==> src/rtl/serial_adder_pkg.sv <==
// Shared types and helpers for the bit-serial adder controller.
// State encoding plus bit-counter width derivation.
package serial_adder_pkg;

  typedef enum logic [1:0] {
    IDLE = 2'd0,
    RUN  = 2'd1,
    DONE = 2'd2
  } state_t;

  localparam int WIDTH_MIN = 2;
  localparam int WIDTH_MAX = 32;

  function automatic int cnt_w(input int w);
    return (w < 2) ? 1 : $clog2(w);
  endfunction

endpackage

==> src/rtl/full_adder.sv <==
// One-bit full adder cell, the only arithmetic in the serial adder.
// Purely combinational.
module full_adder (
  input  logic a,
  input  logic b,
  input  logic cin,
  output logic sum,
  output logic cout
);

  assign sum  = a ^ b ^ cin;
  assign cout = (a & b) | (cin & (a ^ b));

endmodule

==> src/rtl/serial_adder_ctrl.sv <==
// Bit-serial adder controller: one full_adder cell, LSB first.
// Define SERIAL_ADDER_SUB_EN to add the sub port (a - b mode).
module serial_adder_ctrl #(
  parameter int WIDTH = 8
) (
  input  logic             clk,
  input  logic             rst_n,
  input  logic             start,
  input  logic [WIDTH-1:0] a,
  input  logic [WIDTH-1:0] b,
  input  logic             cin,
`ifdef SERIAL_ADDER_SUB_EN
  input  logic             sub,
`endif
  output logic             busy,
  output logic             done,
  output logic [WIDTH-1:0] sum,
  output logic             cout,
  output logic             ovf
);
  import serial_adder_pkg::*;

  localparam int CNT_W = cnt_w(WIDTH);
  localparam logic [CNT_W-1:0] LAST =
    CNT_W'(WIDTH - 1);

  state_t           state;
  logic [WIDTH-1:0] a_sr;
  logic [WIDTH-1:0] b_sr;
  logic [WIDTH-2:0] res_sr;
  logic             carry;
  logic [CNT_W-1:0] cnt;

  logic             fa_sum;
  logic             fa_cout;
  logic [WIDTH-1:0] res_next;
  logic [WIDTH-1:0] b_load;
  logic             c_load;

  full_adder u_fa (
    .a    (a_sr[0]),
    .b    (b_sr[0]),
    .cin  (carry),
    .sum  (fa_sum),
    .cout (fa_cout)
  );

  // New bit enters at the MSB; after WIDTH shifts it is aligned.
  assign res_next = {fa_sum, res_sr};

  // Subtract is a + ~b + 1 through the same adder cell.
  always_comb begin
    b_load = b;
    c_load = cin;
`ifdef SERIAL_ADDER_SUB_EN
    if (sub) begin
      b_load = ~b;
      c_load = 1'b1;
    end
`endif
  end

  always_ff @(posedge clk or negedge rst_n) begin
    if (!rst_n) begin
      state  <= IDLE;
      a_sr   <= '0;
      b_sr   <= '0;
      res_sr <= '0;
      carry  <= 1'b0;
      cnt    <= '0;
      busy   <= 1'b0;
      done   <= 1'b0;
      sum    <= '0;
      cout   <= 1'b0;
      ovf    <= 1'b0;
    end else begin
      done <= 1'b0;
      unique case (state)
        IDLE, DONE: begin
          if (start) begin
            a_sr  <= a;
            b_sr  <= b_load;
            carry <= c_load;
            cnt   <= '0;
            busy  <= 1'b1;
            state <= RUN;
          end else begin
            state <= IDLE;
          end
        end
        RUN: begin
          a_sr   <= a_sr >> 1;
          b_sr   <= b_sr >> 1;
          res_sr <= res_next[WIDTH-1:1];
          carry  <= fa_cout;
          cnt    <= cnt + CNT_W'(1);
          if (cnt == LAST) begin
            // carry still holds the carry into the MSB here
            sum   <= res_next;
            cout  <= fa_cout;
            ovf   <= carry ^ fa_cout;
            done  <= 1'b1;
            busy  <= 1'b0;
            state <= DONE;
          end
        end
        default: state <= IDLE;
      endcase
    end
  end

endmodule

==> config.mk <==
export PLATFORM = sky130hd
export DESIGN_NAME = serial_adder_ctrl
export DESIGN_NICKNAME = d
export VERILOG_FILES = /design/src/rtl/serial_adder_pkg.sv /design/src/rtl/full_adder.sv /design/src/rtl/serial_adder_ctrl.sv
export SDC_FILE = /design/constraint.sdc
export NUM_CORES = 1
export LEC_CHECK = 0
export ABC_CLOCK_PERIOD_IN_PS = 3000
export BUFFER_PORTS_ARGS = -buffer_cell sky130_fd_sc_hd__buf_2
export CAP_MARGIN = 20
export CORE_MARGIN = 5
export CORE_UTILIZATION = 51
export CTS_CLUSTER_SIZE = 8
export DETAILED_ROUTE_END_ITERATION = 10
export PLACE_DENSITY = 0.7
export SLEW_MARGIN = 20
export SYNTH_ARGS = -nofsm -noshare
export SYNTH_HDL_FRONTEND = slang
export SYNTH_SLANG_ARGS = --single-unit
==> constraint.sdc <==
create_clock -name clk -period 3 [get_ports clk]
set_clock_uncertainty 0.1 [all_clocks]
set_input_delay 0.3 -clock clk [delete_from_list [all_inputs] [get_ports clk]]
set_output_delay 0.3 -clock clk [all_outputs]
set_load 0.02 [all_outputs]
==> impl_metrics.ini, run 1 <==
[run_status]
status = finished clean

[synthesis]
yosys.area.top_type = dfrtp_1
yosysSeqAreaShare = 0.5280
synthCells = 171
ys_ff_latch = 41
synthMuxAreaShare = 0.1475
synthAdderAreaFrac = 0.02318
synth-main-ff-cell = dfrtp_1
synth_most_common_cell = dfrtp_1
synthesis.area_sq_mm = 0.001943
yosysWarnings = 0
synth_top_family_by_area = multiplexers
synth_edf_count = 0
synthSimpleGateAreaFrac = 0.1333
yosysTopAreaCellShare = 0.5280
synth_compound_area_frac = 0.1153
synth_cell_types = 26
postSynthAreaPerCell_sq_um = 11.36
synth_common_cells = dfrtp_1, nand2_1, mux2i_1, nor2b_1, a21oi_1
async_flop_share = 1.000
synth_xor_area_frac = 0.004507
synth_nets = 194
synthTopCellsByArea = dfrtp_1, mux2i_1, a211oi_1

[place]
pre_cts_ws_ns = 1.188
finalWeightedCongestion = 0.6818
dp_hpwl_um = 2464
port_buffers = 31
place_inst = 240

[cells_and_area]
area_growth_pct = 12.04
regArea_sq_mm = 0.001026
final_nets = 222
num_antenna_cells = 0
multi_input_area_sq_um = 823.3
stdcell_count = 247
fillerInstances = 334
drive_above_1_share = 0.2563

[clock_tree]
h-tree-depth = 2
cts_buffers = 5
path_clk_slew_ns = 0.07
cts_buffer_depth = 2
ctsResizeCount = 0
clock-sinks = 41
cts_root_buf = clkbuf_8
cts_tree = yes
clock_latency_ns = 0.29
postCtsSetupBuffers = 0
holdBufCountCts = 0

[timing]
tightest_slew_ns = 0.8745
drv_slew = 0
final.period_utilization = 0.6104
finalSetupTns_ns = 0
rsz0062_at_grt = no
layout_setup_ws_ns = 1.169
maxSlewHeadroom = 0.4170
min_period_ns = 1.831
finalHoldViolations = 0
fmax_mhz = 546.1
setup_viol = 0

[routing]
antenna_left = 0
viasPerCell = 5.356
drt_iter0_markers = 64
wl_um = 3460
vias = 1323
drtPass1Iterations = 4
routedWlPerCell_um = 14.01
post-route-drc-count = 0

[global_routing]
overflow = 0
grt_pass1_wl_um = 6051
antenna_found_initial = 0
grt_max_degree = 42
grt_pass1_vias = 1373
grt_use_total = 0.1508

[power]
power.internal_mw = 1.412
p_sw_frac = 0.3699
p_leak_nw = 1.035
seq_power_share = 0.449
vdd_drop_max_uv = 563.4
power_density_mw_per_mm2 = 1029
comb_power_share = 0.392
finalPower_mw = 2.241
clkPwrFrac = 0.160
p_sw_mw = 0.8291

[job]
maxCapViolations = 0

[die]
rows = 22
core_sq_mm = 0.003689
ios = 32
initial_core_util = 0.5268
dieArea_sq_mm = 0.005144
die_w_um = 71.73
die_h_um = 71.73

[critical_path]
crit_fanout = 12
worstSetupStartpointType = flip-flop
worst_ep_arrival_time_ns = 1.96
crit_required_ns = 3.13
critical_path_class = flip-flop to flip-flop
end_kind = flip-flop

[min_path]
hp-class = input port to async pin
[critical path: stages (launching register included)]
cell and delay (ns):
dfrtp_1 0.55, buf_4 0.28, nor2b_1 0.55, a22oi_1 0.20
nand2_1 0.09
[metrics by stage]
stage                 util  hold slack, ns  area [sq um]
finish              0.5902         0.01931          2177
CTS                 0.5902         0.04934          2177
global placement    0.5668          0.3509          2091
detailed placement  0.5668          0.3775          2091
floorplan                -        -0.09559          1943
global route        0.5902          0.1030          2177
[cells in the final DEF (no fill, tap or decap)]
master,Yosys,final
a22oi_1,2,2
nand3_1,5,5
xnor2_1,1,1
mux2_4,6,6
nand2b_1,1,1
o21ai_0,6,6
o22ai_1,1,1
buf_4,0,2
nor2_1,3,3
ha_1,2,2
nand2b_4,1,1
mux2_1,1,1
buf_2,6,31
clkbuf_8,0,6
a21oi_1,13,13
inv_1,3,3
mux2_2,4,4
a211oi_1,12,12
nand3b_4,1,1
mux2i_1,14,14
a22o_1,2,2
nor2b_1,14,14
nor3_1,1,1
dfrtp_1,41,41
clkbuf_1,2,1
fa_1,1,1
nand2_1,24,24
[final cells by class]
type / instances / area share
Clock buffer: 7 / 0.03966
Inverter: 3 / 0.005172
Multi-Input combinational cell: 115 / 0.3782
Sequential cell: 41 / 0.4713
Tap cell: 48 / 0.02759
Timing Repair Buffer: 33 / 0.07816
[sequential cells by signal, indices dropped and copies added (netlist names)]
name and cells:
res_sr 7, ovf 1, cnt 3, b_sr 8, a_sr 8, sum 8
carry 1, state 2, cout 1, busy 1, done 1
[cells by family (layout without fill, tap and decap cells)]
| group | after synthesis | count (layout) |
|---|---|---|
| AND/OR/NAND/NOR | 50 | 50 |
| flip-flops | 41 | 41 |
| AO/OA/AOI/OAI | 36 | 36 |
| multiplexers | 25 | 25 |
| buffers and inverters | 15 | 43 |
| adder cells (fa/ha/maj) | 3 | 3 |
| XOR/XNOR | 1 | 1 |
[power groups by stage]
stage	registers [mW]	clock network, mW	logic, mW
2_1_floorplan	1.04	0	0.653
3_3_place_gp	0.999	0	0.849
3_5_place_dp	1.02	0	0.893
4_1_cts	1.01	0.370	0.895
5_1_grt	1.05	0.402	0.983
6_report	1.01	0.358	0.878
[path summary, 6_finish.rpt]
kind / from / endpoint / slack [ns] / cells past startpoint
max in group asynchronous: rst_n / a_sr[3] / 2.23 / 1
max: state[1] / b_sr[5] / 1.17 / 4
min reg2reg: res_sr[2] / res_sr[1] / 0.40 / 2
max reg2reg: state[1] / b_sr[5] / 1.17 / 4
min in group clk: b[5] / b_sr[5] / 0.14 / 3
min: rst_n / res_sr[1] / 0.02 / 1
[routing by layer]
metal,GRT usage,part of all wire
met5,0,0
met1,0.1746,0.43
met2,0.2510,0.49
met4,0.06263,0.011
met3,0.05610,0.060
No activity file was read; power rests on OpenSTA's default activity.
==> run 2: changes to the inputs <==
Settings changed: ABC_AREA set to 1, ABC_CLOCK_PERIOD_IN_PS 3000 to 1470, CORE_UTILIZATION 51 to 50, PLACE_DENSITY 0.7 to 0.72.
Clock period 3 ns to 1.47 ns, I/O delays scaled along.
==> run 2 against run 1 <==
Clock-buffer cell count did not move. Routed wire length rose by 4.5%. Power rose by 120%. Cell count rose by 28%. Sequential power rose by 92%. Core utilization rose by 1.8 points. Combinational power rose to 2.6 times the previous value. Global-route usage rose by 0.63 points.
==> impl_metrics.ini, run 2 <==
[cells_and_area]
mostFrequentLayoutCells = nand2_1, dfrtp_1, inv_1
num_antenna_cells = 0
final_nets = 290
top_regs = a_sr (8), b_sr (8), sum (8)
postLayoutCellArea_sq_mm = 0.002261
drive_above_1_share = 0.2210
area_growth_pct = 16.58
final_common_cell = nand2_1
fillerInstances = 348

[synthesis]
synthTopCellsByArea = dfrtp_1, nand2_1, nand3_1
synth_common_cells = nand2_1, dfrtp_1, inv_1
synth_cell_types = 18
synthCells = 229
yosysSeqAreaShare = 0.5290
ys_ff_latch = 41
synth_nets = 252
synth-main-ff-cell = dfrtp_1
synthesis.area_sq_mm = 0.001939
yosysWarnings = 0
yosysTopAreaCellShare = 0.5290
postSynthAreaPerCell_sq_um = 8.469
yosys.area.top_type = dfrtp_1
synth_most_common_cell = nand2_1
async_flop_share = 1.000
synth_edf_count = 0

[die]
ios = 32
rows = 22
initial_core_util = 0.5219
core_sq_mm = 0.003716
die_h_um = 72.28
dieArea_sq_mm = 0.005224
die_w_um = 72.28

[global_routing]
grt_use_total = 0.1571
grt_max_degree = 25
overflow = 0
grt_pass1_wl_um = 6272
grt_pass1_vias = 1419
antenna_found_initial = 0

[timing]
drv_slew = 0
whs_ns = 0.03052
min_period_ns = 1.416
tightest_slew_ns = 0.4363
fmax_mhz = 706.1
final.period_utilization = 0.9635
finalHoldViolations = 0
rsz0062_at_grt = yes
layout_setup_ws_ns = 0.05369
maxSlewHeadroom = 0.7091
setup_viol = 0

[power]
clkPwrFrac = 0.147
vdd_drop_max_uv = 883.9
p_sw_mw = 2.098
p_sw_frac = 0.4240
comb_power_share = 0.462
seq_power_share = 0.392
power_density_mw_per_mm2 = 2189
finalPower_mw = 4.949
p_leak_nw = 1.287
power.internal_mw = 2.851

[clock_tree]
cts_buffers = 5
cts_root_buf = clkbuf_8
clock-sinks = 41
clock_latency_ns = 0.29
path_clk_slew_ns = 0.07
cts_tree = yes
cts_buffer_depth = 2
h-tree-depth = 2

[routing]
viasPerCell = 4.622
drt_iter0_markers = 81
vias = 1456
post-route-drc-count = 0
routedWlPerCell_um = 11.47
antenna_left = 0
drtPass1Iterations = 4
wl_um = 3614

[critical_path]
end_kind = flip-flop
rr_endpoint = cout
crit_end = cout
worstSetupStartpointType = flip-flop
reg2reg_slack_ns = 0.05
worst_ep_arrival_time_ns = 1.54
crit_start = cnt[0]
worst_r2r_path_depth = 5
crit-reg2reg-launch = cnt[0]
critical_path_class = flip-flop to flip-flop
crit_required_ns = 1.59
crit_fanout = 19

[place]
dpl_cell_area_sq_mm = 0.002135
dp_hpwl_um = 2571
finalWeightedCongestion = 0.7339
pre_cts_ws_ns = 0.04905
port_buffers = 31

[min_path]
hold_start = start
hp-class = input port to flip-flop
holdPathStages = 3

[job]
maxCapViolations = 0

[run_status]
status = finished clean
[run 2: timing repair]
action / in CTS / in global routing
setup endpoints to repair: 0 / 7
resized for setup: 0 / 1
buffers inserted: 0 / 1
hold endpoints to repair: 19 / 0
hold buffers: 3 / 0
[run 2: worst min-delay path by stage]
stage                     slack, ns  endpoint
after floorplan               -0.25   a_sr[0]
after global placement        0.008    sum[1]
final                          0.03  state[0]
after detailed placement       0.01    sum[1]
after global routing           0.03      busy
after CTS                      0.02  state[0]
[run 2: logic make-up (layout without fill, tap and decap cells)]
logic type | Yosys count | count (layout) | synth area share
and+or+nand+nor | 114 | 114 | 0.2593
buffers and inverters | 51 | 89 | 0.1213
DFF | 41 | 41 | 0.5290
AOI/OAI and AO/OA | 19 | 19 | 0.06258
adders and majority gates | 3 | 3 | 0.02322
xor gates and xnor gates | 1 | 1 | 0.004517
[run 2: area by class of cell]
type | instances | area, sq um | share of cell area
Clock buffer | 7 | 86.33 | 0.03818
Inverter | 42 | 165.2 | 0.07305
Multi-Input combinational cell | 137 | 680.7 | 0.3011
Sequential cell | 41 | 1026 | 0.4538
Tap cell | 48 | 60.06 | 0.02656
Timing Repair Buffer | 40 | 242.7 | 0.1074
[run 2: worst max-delay path, cell delays in order (launching register included)]
cell	delay (ns)
dfrtp_1	0.39
ha_1	0.20
ha_1	0.23
nand2_4	0.22
nand2_1	0.13
o21ai_2	0.07
[run 2: metal layers]
layer,GRT usage,wire length [um],part of all wire,up-vias
met5,0,0,0,-
met4,0.07724,73,0.020,0
met3,0.03878,161,0.045,7
met2,0.2386,1677,0.46,25
met1,0.2099,1702,0.47,658
li1,-,-,-,766
[run 2: metrics by stage]
stage,utilization,TNS [ns],cells
floorplan,-,0,229
global placement,0.5744,0,304
detailed placement,0.5744,0,304
CTS,0.6057,0,314
global route,0.6084,-0.03683,315
finish,0.6084,0,315
[run 2: power groups by stage]
| stage | logic, mW | registers, mW | clock network, mW |
|---|---|---|---|
| floorplan | 1.69 | 2.04 | 0 |
| global placement | 2.21 | 1.94 | 0 |
| detailed placement | 2.28 | 1.96 | 0 |
| CTS | 2.29 | 1.95 | 0.749 |
| global route | 2.64 | 2.00 | 0.793 |
| finish | 2.29 | 1.94 | 0.725 |
==> run 3: changes to the inputs <==
Settings changed: ABC_CLOCK_PERIOD_IN_PS 1470 to 1600, CORE_UTILIZATION 50 to 51, PLACE_DENSITY 0.72 to 0.7, SKIP_LAST_GASP set to 1.
Clock period 1.47 ns to 1.6 ns, I/O delays scaled along.
==> run 3 against run 2 <==
Sequential share of layout area decreased by 0.35 points. Maximum frequency decreased by 0.26%. Register-to-register slack improved by 0.13 ns. Critical path depth decreased by 1. Core utilization increased by 1.4 points. Design area increased by 0.77%. Flip-flop and latch count unchanged. First-iteration DRC count decreased by 14%. Clock-buffer cell count decreased by 2. Highest routed layer unchanged. Routed wire length decreased by 4.2%. Combinational power decreased by 10%. Via count decreased by 0.55%.
==> impl_metrics.ini, run 3 (synthesis gave the netlist of run 2 again) <==
[run_status]
status = finished clean

[cells_and_area]
regArea_sq_mm = 0.001026
final_nets = 288
post-route-util = 0.6224
multi_input_area_sq_um = 678.2
num_antenna_cells = 0
fillerInstances = 335
final_common_cell = nand2_1
top_regs = a_sr (8), b_sr (8), sum (8)
area_growth_pct = 17.48
mostFrequentLayoutCells = nand2_1, dfrtp_1, inv_1
drive_above_1_share = 0.2180

[clock_tree]
cts_root_buf = clkbuf_8
holdBufCountCts = 3
h-tree-depth = 2
ctsResizeCount = 0
cts_tree = yes
clock-sinks = 41
postCtsSetupBuffers = 0
cts_buffer_depth = 2
path_clk_slew_ns = 0.08
cts_buffers = 5
clock_latency_ns = 0.28

[timing]
finalSetupTns_ns = 0
finalHoldViolations = 0
drv_slew = 0
min_period_ns = 1.420
maxSlewHeadroom = 0.6728
setup_viol = 0
final.period_utilization = 0.8875
layout_setup_ws_ns = 0.1800
fmax_mhz = 704.2
tightest_slew_ns = 0.4907
rsz0062_at_grt = no

[min_path]
hp-class = input port to flip-flop
hold_start = start

[power]
p_leak_nw = 1.296
vdd_drop_max_uv = 882.4
power_density_mw_per_mm2 = 2095

[place]
port_buffers = 31
pre_cts_ws_ns = 0.1871
finalWeightedCongestion = 0.7299
dp_hpwl_um = 2322

[die]
core_sq_mm = 0.003661
ios = 32
dieArea_sq_mm = 0.005136
die_w_um = 71.67
initial_core_util = 0.5297
die_h_um = 71.67
rows = 22

[global_routing]
antenna_found_initial = 0
grt_use_total = 0.1491
grt_max_degree = 42
overflow = 0
grt_pass1_wl_um = 6058
grt_pass1_vias = 1382

[critical_path]
reg2reg_slack_ns = 0.18
crit_required_ns = 1.66
crit_fanout = 19
crit-reg2reg-launch = cnt[0]
worst_ep_arrival_time_ns = 1.48
crit_start = cnt[0]
end_kind = flip-flop
critical_path_class = flip-flop to flip-flop
worstSetupStartpointType = flip-flop

[routing]
drtPass1Iterations = 4
viasPerCell = 4.611
routedWlPerCell_um = 11.03
antenna_left = 0
wl_um = 3464
drt_iter0_markers = 70
vias = 1448
post-route-drc-count = 0

[job]
maxCapViolations = 0
[run 3: stage by stage]
stage | std cells | hold slack (ns) | area, sq um | power, mW
6_report | 314 | 0.03596 | 2278 | 4.772
5_1_grt | 314 | 0.03113 | 2278 | 5.233
4_1_cts | 314 | 0.03039 | 2278 | 4.835
3_5_place_dp | 303 | 0.1498 | 2115 | 3.851
2_1_floorplan | 229 | -0.2356 | 1939 | 3.425
3_3_place_gp | 303 | 0.1507 | 2115 | 3.806
[run 3: per-layer routing]
metal  routed length, um  vias up  share of wire  GRT usage
li1                    -      762              -          -
met1                1647      662           0.48     0.1952
met2                1635       22           0.47     0.2245
met3                 158        2          0.046    0.05049
met4                  22        0         0.0064    0.06472
met5                   0        -              0          0
[run 3: critical path, cell delays in order (launching register included)]
cell and delay, ns:
dfrtp_1 0.40, ha_1 0.21, ha_1 0.23, nand2_4 0.22
o21ai_0 0.13
[run 3: path summary, 6_finish.rpt]
kind	endpoint	depth (start not counted)
worst max-delay path	sum[2]	4
worst min register to register	sum[0]	2
min in group asynchronous	sum[1]	3
worst max register to register	sum[2]	4
worst min-delay path	busy	3
max in group asynchronous	a_sr[1]	3
[run 3: layout make-up]
cell class	count	area share
Inverter	42	0.07249
Timing Repair Buffer	38	0.09445
Sequential cell	41	0.4503
Clock inverter	3	0.02856
Tap cell	48	0.02636
Clock buffer	5	0.03020
Multi-Input combinational cell	137	0.2976
[run 3: power by group]
| group | switching, mW | internal (mW) | total, mW |
|---|---|---|---|
| combinational | 1.32 | 0.724 | 2.05 |
| sequential | 0.255 | 1.51 | 1.77 |
| clock | 0.337 | 0.619 | 0.956 |
